## config.mk

```make
export PLATFORM = sky130hd
export DESIGN_NAME = scan_controller
export DESIGN_NICKNAME = d
export VERILOG_FILES = /design/src/rtl/scan_pkg.sv /design/src/rtl/scan_clk_div.sv /design/src/rtl/scan_controller.sv
export SDC_FILE = /design/constraint.sdc
export NUM_CORES = 1
export LEC_CHECK = 0
export ABC_AREA = 1
export BUFFER_PORTS_ARGS = -buffer_cell sky130_fd_sc_hd__buf_2
export CAP_MARGIN = 40
export CORE_MARGIN = 2
export CORE_UTILIZATION = 45
export DETAILED_ROUTE_END_ITERATION = 8
export PLACE_DENSITY = 0.76
export SLEW_MARGIN = 20
export SYNTH_ARGS = -nofsm -noshare
export SYNTH_HDL_FRONTEND = slang
export SYNTH_HIERARCHICAL = 1
export SYNTH_SLANG_ARGS = --single-unit
export TNS_END_PERCENT = 30
```

## constraint.sdc

```tcl
create_clock -name clk -period 1.6 [get_ports clk]
set_clock_uncertainty 0.05 [all_clocks]
set_input_delay 0.08 -clock clk [delete_from_list [all_inputs] [get_ports clk]]
set_output_delay 0.08 -clock clk [all_outputs]
set_load 0.02 [all_outputs]
```

## src/rtl/scan_pkg.sv

```systemverilog
// Shared types and width helpers for the scan chain controller.
package scan_pkg;

    typedef enum logic [1:0] {
        IDLE    = 2'd0,
        SHIFT   = 2'd1,
        CAPTURE = 2'd2
    } scan_state_e;

    // Counter width for a counter spanning 0..n-1, never narrower than one bit.
    function automatic int unsigned cnt_w(input int unsigned n);
        return (n <= 1) ? 1 : $clog2(n);
    endfunction

endpackage

```

## src/rtl/scan_clk_div.sv

```systemverilog
// Scan clock generator: CLK_DIV system clocks per half period, held low while disabled.
module scan_clk_div
    import scan_pkg::*;
#(
    parameter int CLK_DIV = 2
) (
    input  logic clk,
    input  logic reset,
    input  logic en,
    output logic scan_clk,
    output logic rise_strobe,
    output logic fall_strobe
);
    localparam int HW = cnt_w(CLK_DIV);
    localparam logic [HW-1:0] HALF_TC = HW'(CLK_DIV - 1);

    logic [HW-1:0] half_cnt;
    logic          half_tc;

    // Strobes mark the system clock edge at which scan_clk flips.
    assign half_tc     = en && (half_cnt == HALF_TC);
    assign rise_strobe = half_tc && !scan_clk;
    assign fall_strobe = half_tc && scan_clk;

    always_ff @(posedge clk) begin
        if (reset || !en) begin
            half_cnt <= '0;
            scan_clk <= 1'b0;
        end else if (half_tc) begin
            half_cnt <= '0;
            scan_clk <= !scan_clk;
        end else begin
            half_cnt <= half_cnt + HW'(1);
        end
    end

endmodule

```

## src/rtl/scan_controller.sv

```systemverilog
// Chain-end driver: shifts a host word into the scan chain, pulses a capture
// period, and collects the bits returning from the last slot.
//
//   state   | meaning
//   IDLE    | scan clock parked low, waiting for start
//   SHIFT   | CHAIN_LEN scan periods, tx out / rx in
//   CAPTURE | one scan period with scan_select high
module scan_controller
    import scan_pkg::*;
#(
    parameter int  NUM_BLOCKS  = 4,
    parameter int  SCAN_LENGTH = 2,
    parameter int  CLK_DIV     = 2,
    localparam int CHAIN_LEN   = NUM_BLOCKS * SCAN_LENGTH
) (
    input  logic                 clk,
    input  logic                 reset,
    input  logic                 start,
    input  logic [CHAIN_LEN-1:0] wdata,
    output logic                 busy,
    output logic                 done,
    output logic [CHAIN_LEN-1:0] rdata,
    output logic                 scan_clk_out,
    output logic                 scan_data_out,
    output logic                 scan_select_out,
    input  logic                 scan_data_in
);
    localparam int BW = cnt_w(CHAIN_LEN);
    localparam logic [BW-1:0] LAST_BIT = BW'(CHAIN_LEN - 1);

    scan_state_e          state, state_next;
    logic [BW-1:0]        bit_cnt;
    logic [CHAIN_LEN-1:0] tx_sr, rx_sr;
    logic                 rise, fall, div_en, last_bit;

    assign div_en   = (state != IDLE);
    assign busy     = div_en;
    assign last_bit = (bit_cnt == '0);
    // tx_sr shifts in zeros, so it is already clear by the time CAPTURE starts.
    assign scan_data_out = tx_sr[CHAIN_LEN-1];

    scan_clk_div #(
        .CLK_DIV(CLK_DIV)
    ) u_clk_div (
        .clk        (clk),
        .reset      (reset),
        .en         (div_en),
        .scan_clk   (scan_clk_out),
        .rise_strobe(rise),
        .fall_strobe(fall)
    );

    always_ff @(posedge clk) begin
        if (reset) state <= IDLE;
        else       state <= state_next;
    end

    always_comb begin
        state_next = state;
        case (state)
            IDLE:    if (start)           state_next = SHIFT;
            SHIFT:   if (fall && last_bit) state_next = CAPTURE;
            CAPTURE: if (fall)            state_next = IDLE;
            default:                      state_next = IDLE;
        endcase
    end

    always_ff @(posedge clk) begin
        if (reset) begin
            tx_sr           <= '0;
            rx_sr           <= '0;
            rdata           <= '0;
            bit_cnt         <= '0;
            done            <= 1'b0;
            scan_select_out <= 1'b0;
        end else begin
            done            <= 1'b0;
            scan_select_out <= (state_next == CAPTURE);
            case (state)
                IDLE: begin
                    if (start) begin
                        tx_sr   <= wdata;
                        bit_cnt <= LAST_BIT;
                    end
                end
                SHIFT: begin
                    if (rise) rx_sr <= {rx_sr[CHAIN_LEN-2:0], scan_data_in};
                    if (fall) begin
                        tx_sr <= tx_sr << 1;
                        if (!last_bit) bit_cnt <= bit_cnt - BW'(1);
                    end
                end
                CAPTURE: begin
                    if (fall) begin
                        done  <= 1'b1;
                        rdata <= rx_sr;
                    end
                end
                default: ;
            endcase
        end
    end

endmodule

```

==> impl_metrics.ini <==
[synthesis]
yosys-top-cells-area = dfxtp_1 48%, nand2_1 14%, nor2_1 7.1%
ys.flop_type = dfxtp_1
yosysMostFrequentCell = nand2_1
syn_inst = 187
synth_top_cells_by_count = 50 x nand2_1, 33 x dfxtp_1, 26 x nor2_1, 19 x a21oi_1, 19 x nand3_1
ys_seq_elements = 33
syn_nets = 201
syn_area_per_cell_um2 = 7.35
synth_largest_type_area_fraction = 0.480
synth_edf_count = 0
yosys_warnings = 6
async_flop_share = 0
synth_largest_area_cell = dfxtp_1
yosysUniqueCellTypes = 19
seq_area_frac_synth = 0.480
syn_area_um2 = 1380

[timing]
period_needed_ns = 1.46
tightest_slew_ns = 0.331
maxSlewViolCount = 0
max_freq_mhz = 686
hold_viol = 0
fin_crit_sh = 0.911
rsz0062_at_grt = no
finalSetupViolations = 0
max_slew_margin = 0.779
setup_tns_ns = 0

[setup_path]
critPathSlowestCell = dfxtp_2
cp.arrival_ns = 1.64
crit_top_cell = nand2_1
cpLargestDelayFamily = simple AND/OR/NAND/NOR gates
startpoint_type = register
cp_cell_sequence = inv_2, nand2_1, nand2_1, nor2_4, buf_4, nand2_2, nand2_1, a21oi_1
required_ns = 1.79
path_buf_inv = 2
path_max_fanout = 11
cp-end-kind = register
critical_path_class = reg -> reg
max_stage_delay_ns = 0.37

[routing]
drt_iter0_drc = 57
drc = 0
avgRoutedWirePerCell_um = 11.2
dr.pass1.iters = 4
viasPerCell = 4.92
antenna_left = 0
vias = 1280
wl_um = 2910

[finish]
nNetsFinal = 240
fillers = 284
layout-drive-gt1-share = 0.229
diodes = 0
fin_cells = 260
synthToLayoutAreaGrowth_pct = 22.7

[floorplan]
die_w_um = 59.3
core_area_um2 = 2980
die_y_um = 59.3
die_area_um2 = 3510
ios = 25
start_util = 0.462
rows = 20

[grt]
met1_usage = 0.245
gr-total-overflow = 0
grt_pass1_wl_um = 4690
use_met2 = 0.259
antenna_found_initial = 0
grt_use_total = 0.181
grt_busiest_layer = met2
grtUsageMet3 = 0.0502
first_global_vias = 1096
grt_max_degree = 21

[placement]
dp.cells = 245
place_congestion = 0.779
dp_hpwl_um = 2020
io_buffer_count = 24

[run_status]
status = finished clean

[clock_network]
cts_buffer_depth = 2
path_clk_slew_ns = 0.11
worstSkewPairLatency_ns = 0.34
cts_tree = built
ctsHtreeMaxLevel = 2
clockRootBuffer = clkbuf_4
clock_sinks = 33
cts_buffers = 5

[power]
power.density_nw_per_um2 = 896
power.total_uw = 1510
peakVddDrop_v = 0.000462
p_leak_uw = 0.000749

[job]
drv_cap = 0

[min_path]
min_path_type = in -> reg
[through the flow]
stage,cell area [um2],hold slack [ns],setup WS [ns],utilization
2_1_floorplan,1380,0.0991,0.0155,-
3_3_place_gp,1560,0.274,0.170,0.523
3_5_place_dp,1560,0.280,0.104,0.523
4_1_cts,1670,0.00292,0.0953,0.561
5_1_grt,1690,0.0263,0.00981,0.566
6_report,1690,0.00653,0.142,0.566
[worst paths after layout]
kind	startpoint	endpoint	slack, ns	cells after the start
worst max register to register	state[0]	rdata[4]	0.14	8
worst min register to register	u_clk_div/half_cnt	u_clk_div/half_cnt	0.41	1
worst min-delay path	wdata[2]	tx_sr[2]	0.007	5
worst max-delay path	state[0]	rdata[4]	0.14	8
[cells in the final DEF (no fill, tap or decap)]
cell type	count
nand3_2	1
buf_4	8
nor3_1	2
nor2_1	26
ha_1	2
inv_2	2
buf_2	24
clkinv_2	2
dfxtp_1	31
nand2_2	2
nor2_2	1
nor2_4	2
nand4_1	1
clkinvlp_4	1
o21ai_0	9
inv_1	10
nand3_4	1
dfxtp_2	2
nand2_4	1
dlygate4sd3_1	6
clkbuf_4	5
nand3_1	19
nand2_1	50
a21oi_1	19
[metal layers]
layer	wire, um	vias to the layer above
met1	1480	559
met2	1220	35
met3	156	7
met4	59	0
met5	0	-
li1	-	679
[worst min-delay path, stage by stage]
cell     delay [ns]
buf_2          0.07
nand2_1        0.04
nand2_1        0.05
nor2_1         0.04
nor2_1         0.09
[layout make-up]
type                    instances  area (um2)  share of cell area
flip-flops and latches         33         663               0.393
multi-input cells             136         642               0.381
repair buffers                 38         240               0.142
inverters                      12        45.0              0.0267
well taps                      33        41.3              0.0245
clock buffers                   5        37.5              0.0223
clock inverters                 3        17.5              0.0104
[registers in the layout, summed over array words and instances (netlist names)]
| register | count |
|---|---|
| bit_cnt | 3 |
| done | 1 |
| rdata | 8 |
| rx_sr | 8 |
| scan_select_out | 1 |
| state | 2 |
| tx_sr | 8 |
| u_clk_div/half_cnt | 1 |
| u_clk_div/scan_clk | 1 |
[what timing repair did]
item,4_1_cts,5_1_grt
resized for setup,0,3
hold buffers,6,0
hold endpoints to repair,7,0
setup endpoints to repair,0,17
setup buffers,0,1
[power breakdown]
part	internal (uW)	switching, uW
sequential	851	15.0
combinational	74.0	113
clock	165	294
[cells by family (layout without fill, tap and decap cells)]
group | after synthesis | count (layout) | synth area share
adders and majority gates | 2 | 2 | 0.0182
buffers and inverters | 18 | 58 | 0.0564
and+or+nand+nor | 106 | 106 | 0.343
AOI/OAI and AO/OA | 28 | 28 | 0.102
DFF | 33 | 33 | 0.480
Note: power is estimated with default switching activity, not from simulation.
